[src/rtl/softmax_argmax_pkg.sv]
// Shared definitions for the classification-head argmax reducer.
// State encoding and default score width are common with the softmax PE.
package softmax_argmax_pkg;

    localparam int DEF_DATA_WIDTH = 16;

    typedef enum logic [1:0] {
        IDLE = 2'd0,
        SCAN = 2'd1,
        HOLD = 2'd2
    } state_t;

endpackage

[src/rtl/argmax_cmp.sv]
// Signed compare-and-select: keeps the current winner unless the new score is strictly greater.
// Latency: combinational, 0 cycles.
// Backpressure: none, pure function of its inputs.
module argmax_cmp
    import softmax_argmax_pkg::*;
#(
    parameter int DATA_WIDTH = DEF_DATA_WIDTH,
    parameter int IDX_WIDTH  = 4
)(
    input  logic [DATA_WIDTH-1:0] cur_max,
    input  logic [IDX_WIDTH-1:0]  cur_idx,
    input  logic [DATA_WIDTH-1:0] new_dat,
    input  logic [IDX_WIDTH-1:0]  new_idx,
    output logic                  take_new,
    output logic [DATA_WIDTH-1:0] sel_max,
    output logic [IDX_WIDTH-1:0]  sel_idx
);

    // Strict compare so that on a tie the earlier (current) index survives.
    assign take_new = $signed(new_dat) > $signed(cur_max);
    assign sel_max  = take_new ? new_dat : cur_max;
    assign sel_idx  = take_new ? new_idx : cur_idx;

endmodule

[src/rtl/softmax_argmax.sv]
// Streams NUM_CLASS signed scores per frame and reports the max score and its index.
// Latency: result valid the cycle after the final beat is accepted.
// Backpressure: in_ready drops while a result is held; result held until out_ready.
module softmax_argmax
    import softmax_argmax_pkg::*;
#(
    parameter int DATA_WIDTH = DEF_DATA_WIDTH,
    parameter int NUM_CLASS  = 10,
    parameter int IDX_WIDTH  = 4
)(
    input  logic                  clk,
    input  logic                  rst_n,
    input  logic                  clear,
    input  logic                  in_valid,
    input  logic [DATA_WIDTH-1:0] in_data,
    output logic                  in_ready,
    output logic                  out_valid,
    input  logic                  out_ready,
    output logic [IDX_WIDTH-1:0]  out_idx,
    output logic [DATA_WIDTH-1:0] out_max
);

    localparam logic [IDX_WIDTH:0] CNT_ONE  = (IDX_WIDTH+1)'(1);
    localparam logic [IDX_WIDTH:0] LAST_CNT = (IDX_WIDTH+1)'(NUM_CLASS - 1);

    state_t                state;
    logic [IDX_WIDTH:0]    cnt;
    logic [DATA_WIDTH-1:0] max_r;
    logic [IDX_WIDTH-1:0]  idx_r;

    logic                  take_new;
    logic [DATA_WIDTH-1:0] sel_max;
    logic [IDX_WIDTH-1:0]  sel_idx;

    argmax_cmp #(
        .DATA_WIDTH (DATA_WIDTH),
        .IDX_WIDTH  (IDX_WIDTH)
    ) u_cmp (
        .cur_max  (max_r),
        .cur_idx  (idx_r),
        .new_dat  (in_data),
        .new_idx  (cnt[IDX_WIDTH-1:0]),
        .take_new (take_new),
        .sel_max  (sel_max),
        .sel_idx  (sel_idx)
    );

    // Depends on state only; reset forces IDLE so this reads 1 during reset.
    assign in_ready = (state != HOLD);

    always_ff @(posedge clk or negedge rst_n) begin
        if (!rst_n) begin
            state     <= IDLE;
            cnt       <= '0;
            max_r     <= '0;
            idx_r     <= '0;
            out_valid <= 1'b0;
            out_idx   <= '0;
            out_max   <= '0;
        end else if (clear) begin
            // Abort wins over accept and handshake; last result stays on out_idx/out_max.
            state     <= IDLE;
            cnt       <= '0;
            out_valid <= 1'b0;
        end else begin
            case (state)
                IDLE: begin
                    if (in_valid) begin
                        max_r <= in_data;
                        idx_r <= '0;
                        cnt   <= CNT_ONE;
                        state <= SCAN;
                    end
                end
                SCAN: begin
                    if (in_valid) begin
                        if (take_new) begin
                            max_r <= sel_max;
                            idx_r <= sel_idx;
                        end
                        cnt <= cnt + CNT_ONE;
                        if (cnt == LAST_CNT) begin
                            out_max   <= sel_max;
                            out_idx   <= sel_idx;
                            out_valid <= 1'b1;
                            state     <= HOLD;
                        end
                    end
                end
                HOLD: begin
                    if (out_ready) begin
                        out_valid <= 1'b0;
                        cnt       <= '0;
                        state     <= IDLE;
                    end
                end
                default: begin
                    state <= IDLE;
                    cnt   <= '0;
                end
            endcase
        end
    end

endmodule

[config.mk]
export PLATFORM = sky130hd
export DESIGN_NAME = softmax_argmax
export DESIGN_NICKNAME = d
export VERILOG_FILES = /design/src/rtl/softmax_argmax_pkg.sv /design/src/rtl/argmax_cmp.sv /design/src/rtl/softmax_argmax.sv
export SDC_FILE = /design/constraint.sdc
export NUM_CORES = 1
export LEC_CHECK = 0
export BUFFER_PORTS_ARGS = -buffer_cell sky130_fd_sc_hd__buf_2
export CAP_MARGIN = 10
export CORE_ASPECT_RATIO = 0.7
export CORE_MARGIN = 1
export CORE_UTILIZATION = 50
export CTS_CLUSTER_DIAMETER = 30
export CTS_CLUSTER_SIZE = 30
export DETAILED_ROUTE_END_ITERATION = 6
export PLACE_DENSITY = 0.69
export SLEW_MARGIN = 0
export SYNTH_ARGS = -nofsm -noshare
export SYNTH_HDL_FRONTEND = slang
export SYNTH_SLANG_ARGS = --single-unit
[constraint.sdc]
create_clock -name clk -period 6.41 [get_ports clk]
set_input_delay 1.282 -clock clk [delete_from_list [all_inputs] [get_ports clk]]
set_output_delay 1.282 -clock clk [all_outputs]
set_load 0.05 [all_outputs]
* Yosys cells after proc, flatten, opt, wreduce, memory -nomap -nowiden *
Index checks and enable logic that the tools add are counted.

word-level totals
  register bits = 48
  output and inout port bits = 22
  word-level logic and storage cells = 55

operators by class
  add/subtract/negate cells = 1
  magnitude comparators = 1
  equal/unequal tests = 11
  mux-type cells = 26
  bitwise logic cells = 1
  reductions and logical operators = 8

operators by type and width
  kind                                                                      number
  16-bit 2-to-1 mux                                                         4
  16-bit one-hot mux with 2 select lines                                    1
  5-bit 2-to-1 mux                                                          4
  16-bit > comparator                                                       1
  4-bit 2-to-1 mux                                                          4
  5-bit one-hot mux with 3 select lines                                     1
  3-bit inequality test (second input constant)                             4
  4-bit AND reduction                                                       3
  2-bit 2-to-1 mux                                                          5
  4-bit one-hot mux with 2 select lines                                     1
  2-bit inequality test (second input constant)                             3
  2-bit one-hot mux with 3 select lines                                     1
  5-bit by 1-bit adder with 5-bit output (second input constant)            1
  5-bit by 4-bit == test with 1-bit output (second input constant)          1
  5-bit AND reduction                                                       1
  1-bit 2-to-1 mux                                                          4
  3-bit AND reduction                                                       1
  3-bit nonzero test                                                        1
  2-bit by 1-bit == test with 1-bit output (second input constant)          1
  2-bit == test (second input constant)                                     1
  2-bit logical NOT                                                         1
  2-bit by 1-bit inequality test with 1-bit output (second input constant)  1
  1-bit one-hot mux with 2 select lines                                     1
  2-bit nonzero test                                                        1
  1-bit inverter                                                            1

* Depth between registers and ports, before layout *
  depth in word-level cells = 5
  mapped depth = 10

* Cells and area by module *
A second synthesis with hierarchy kept.

unflattened totals
  cell total of the unflattened synthesis = 251
  area total of the unflattened synthesis = 2967.8 µm²

modules (own cells, without submodules)
  module          instances  cells each  area each (µm²)  sequential area each (µm²)
  softmax_argmax  1          167         2220.9           1201.2
  argmax_cmp      1          84          747.0            0.0

* Worst setup path before layout *
No wires, ideal clock.

  kind = input -> register
  from = input port in_data[15]
  to = register max_r[0]
  library setup time = 0.125 ns
  arrival time = 3.536 ns
  required time = 6.285 ns
  path slack = 2.749 ns
  stages = 9
  cells stage by stage = ha_1 nand4_2 or4_1 a21o_1 a21bo_1 buf_6 a31oi_4 buf_12 mux2_4

on the way
  longest elaborated chain between the ends = 5

ends and longest elaborated chain
  what                                    line                  RTL
  from (decl)                             softmax_argmax.sv:15  input logic [DATA_WIDTH-1:0] in_data,
  16-bit > comparator (*)                 argmax_cmp.sv:20      assign take_new = $signed(new_dat) > $signed(cur_max);
  16-bit 2-to-1 mux                       argmax_cmp.sv:21      assign sel_max = take_new ? new_dat : cur_max;
  16-bit 2-to-1 mux                       softmax_argmax.sv:77  if (take_new) begin
  16-bit 2-to-1 mux                       softmax_argmax.sv:76  if (in_valid) begin
  16-bit one-hot mux with 2 select lines  softmax_argmax.sv:66  case (state)
  to (signal assigned)                    softmax_argmax.sv:69  max_r <= in_data;
  to (signal assigned)                    softmax_argmax.sv:78  max_r <= sel_max;
  to (decl)                               softmax_argmax.sv:28  logic [DATA_WIDTH-1:0] max_r;

Mark *: on every way between the ends. The rest lies on a longest branch, timed or not. The select of a mux whose other input is x is not followed.
A chain may end at the register's enable or synchronous reset.

* Worst setup path after layout *
  from = input port in_data[15]
  to = register max_r[8]

The elaborated chain is that of the path after synthesis.

==> metrics.txt <==
minimum clock period after layout=4150 ps; Arr. time, crit path=4330 ps; overall overflow remaining after global route=0; fraction of synthesized cell area taken by the top area cell type=44.9%; Routed WL per cell=16.2 um; Slew Viols, Final=0; count of synthesis-stage warnings from yosys=0; later-pin clock latency in the skew report=about 300 ps; beginning of the worst hold path=out_idx[2]$_DFFE_PN0P_; Worst Hold Slack=492 ps; depth of the worst hold-timing path=2; Horiz. Die Dim=slightly below 90 um; maximum capacitance violations=0; number of buffers inserted to repair setup after CTS=0; final core occ=60.2%; worst reg-to-reg path cell count=8; port bufs=42; end point of the most critical hold path=out_idx[2]$_DFFE_PN0P_; Sink Count=48; CP top delay family=compound AO/OA/AOI/OAI gates; most common flop cell mapped by yosys=sky130_fd_sc_hd__dfrtp_1; Post-synth EDFFs=0; beginning of the worst register-to-register path=max_r[15]$_DFFE_PN0P_; CP required=6590 ps; standby leakage power=0.00146 uW; Ant. Diodes=0; setup TNS=0 ps; Clk Tree Root Cell=sky130_fd_sc_hd__clkbuf_8; worst ir drop on vdd=~160 uV; Top Ports=43; last weighted congestion value of the routability-driven placer=approximately 0.84; top library cells by usage in the layout, fill and taps aside=sky130_fd_sc_hd__dfrtp_1 (48), sky130_fd_sc_hd__buf_2 (42), sky130_fd_sc_hd__a21oi_1 (28); number of rows in the core area=21; synthesized net count=312; category of the worst setup path launch point=primary input; CTS H-tree lvls=2; largest net degree at the start of global routing=49; Max Clock Freq=241 MHz; per-instance average area after synthesis=9.80 um^2; DR iter-0 viols=147; number of search-and-repair iterations in the first detailed-routing pass=4; antenna viol nets, final=0; area of the die=5650 um^2; chip height=63.2 um; post-route fraction of the period consumed by the critical path=64.7%; share of flip-flops with an asynchronous set or reset=100%; worst clock skew=6.47 ps; actual transition at the worst max-transition pin=1090 ps; initial antenna violation count=0; RSZ-0062 raised after global routing=no; power density over the cells=250 nW/um^2; number of buffer and inverter stages on the critical path=1; number of register bits inferred by synthesis=48; post-cts sizing count=0; gate count of the mapped netlist=around 270; number of vias after detailed routing=2149; slowest cell on the critical path=sky130_fd_sc_hd__a31oi_4; initial core utilization=53.9%; drt total wl=6090 um; drc violations=0; reg2reg end=max_r[8]$_DFFE_PN0P_; relative area change from synthesis to final layout=11.8%; CTS Buf Count=5; Filler Cells Inserted=447; type of the worst setup path=in -> reg; Avg Vias per Cell=5.70; synth top area cells=sky130_fd_sc_hd__dfrtp_1 (45%), sky130_fd_sc_hd__ha_1 (8.4%), sky130_fd_sc_hd__a21oi_1 (5.2%); cell-by-cell listing of the critical path=buf_2 > ha_1 > nand4_2 > nor3_1 > a2111oi_2 > nand3_2 > a31oi_4 > mux2_2; post-detailed-placement half-perimeter wirelength=4170 um; worst reg-to-reg setup slack=2960 ps; result of the run=finished, final reports clean; number of buffers added to fix hold violations after cts=0; instance count after placement with tap cells included=370; leading cell type in the layout, fill and taps excluded=sky130_fd_sc_hd__dfrtp_1; Max transition margin=27.2%; maximum cell stage delay along the critical path=between 800 and 900 ps; number of global-route vias before repair=1936; sequential cell area fraction in the yosys report=44.9%; ratio of cells with drive above 1 in the final layout=24.0%; area of the mapped netlist=2680 um^2; global routing usage summed across all routing layers=a little under a quarter; global-route wire length before repair=9980 um; number of distinct library cells after synthesis=41; cell taking the most area after synthesis=sky130_fd_sc_hd__dfrtp_1; TritonCTS clock tree=done; clock transition at the register clock pins on the worst setup and hold paths after CTS=approximately 80 ps; final cell count without fillers=between 300 and 400; final setup violating endpoints=0; number of nets in the layout=347; type of the tightest min-delay check=reg -> reg; hold violation total from the final report=0; Std-Cell Core Area=a little under 5000 um^2; critical path peak fanout=19; Bufs on Longest Clock Path=2; type of element capturing the critical path=flip-flop
metrics by stage:
| stage | instance area (um^2) | worst slack (ps) | total power (uW) |
|---|---|---|---|
| final | 2990 | 2260 | 749 |
| after global routing | 2990 | 2150 | 793 |
| after CTS | 2990 | 2280 | 749 |
| after detailed placement | 2900 | 1960 | 558 |
| after global placement | 2900 | 2060 | 552 |
| after floorplan | 2680 | 2750 | 504 |
how the worst max path moves through the flow:
stage,startpoint,endpoint,slack [ps],depth (start not counted)
finish,in_data[15],max_r[8]$_DFFE_PN0P_,2260,8
CTS,in_data[15],max_r[8]$_DFFE_PN0P_,2280,8
global route,in_data[15],max_r[7]$_DFFE_PN0P_,2150,8
global placement,in_data[15],max_r[9]$_DFFE_PN0P_,2060,8
floorplan,in_data[15],max_r[0]$_DFFE_PN0P_,2750,9
detailed placement,in_data[15],max_r[8]$_DFFE_PN0P_,1960,8
cell usage after synthesis (2+ instances only):
cell type and n:
sky130_fd_sc_hd__o31ai_1 2, sky130_fd_sc_hd__mux2_2 9, sky130_fd_sc_hd__a21oi_1 28, sky130_fd_sc_hd__clkbuf_1 11, sky130_fd_sc_hd__nor2_1 22, sky130_fd_sc_hd__nand3_1 3
sky130_fd_sc_hd__o41ai_1 2, sky130_fd_sc_hd__inv_1 22, sky130_fd_sc_hd__nor2b_1 3, sky130_fd_sc_hd__nand2_1 18, sky130_fd_sc_hd__o211ai_1 3, sky130_fd_sc_hd__o2bb2ai_1 3
sky130_fd_sc_hd__mux2_4 7, sky130_fd_sc_hd__a31oi_1 18, sky130_fd_sc_hd__a21o_1 2, sky130_fd_sc_hd__ha_1 18, sky130_fd_sc_hd__a31o_2 3, sky130_fd_sc_hd__nand4_1 4
sky130_fd_sc_hd__nor3_1 5, sky130_fd_sc_hd__o21ai_0 22, sky130_fd_sc_hd__dfrtp_1 48
sequential cells by signal (all words and copies together), names as in the netlist:
| name | flops |
|---|---|
| state | 2 |
| max_r | 16 |
| out_max | 16 |
| out_idx | 4 |
| out_valid | 1 |
| cnt | 5 |
| idx_r | 4 |
worst reg2reg max path, delay by kind of cell, from the launching register on:
| family | cells | cell delay, ps |
|---|---|---|
| buffers and inverters | 1 | 50 |
| adders and majority gates | 1 | 310 |
| muxes | 1 | 420 |
| DFF | 1 | 370 |
| and+or+nand+nor | 3 | 760 |
| AOI/OAI and AO/OA | 2 | 1420 |
power breakdown:
group / internal (uW) / switching (uW) / total, uW
combinational: 77.4 / 124 / 202
sequential: 330 / 22.6 / 352
clock: 96.3 / 98.7 / 195
metal layers:
| layer | vias to the layer above | GRT usage [%] | wire length, um |
|---|---|---|---|
| met5 | - | 0 | 0 |
| met4 | 0 | 4.76 | 41 |
| li1 | 1055 | - | - |
| met2 | 57 | 32.3 | 2550 |
| met1 | 1030 | 38.4 | 3180 |
| met3 | 7 | 3.93 | 311 |
logic make-up (layout without fill, tap and decap cells):
kind of cell	count (synthesis)	after routing	share of synthesized area (%)
flip-flops	48	48	44.9
AND/OR/NAND/NOR	66	66	12.2
multiplexers	16	16	7.71
adder cells (fa/ha/maj)	18	18	8.42
buffers and inverters	36	71	5.98
AO/OA/AOI/OAI	89	89	20.9
area by class of cell:
class / count / area (um^2) / share of cell area (%)
flip-flops and latches: 48 / 1200 / 40.2
multi-input cells: 189 / 1320 / 44.0
repair buffers: 42 / 210 / 7.03
clock buffers: 7 / 96.3 / 3.22
inverters: 22 / 82.6 / 2.76
well taps: 69 / 86.3 / 2.89
Note: power is estimated with default switching activity, not from simulation.
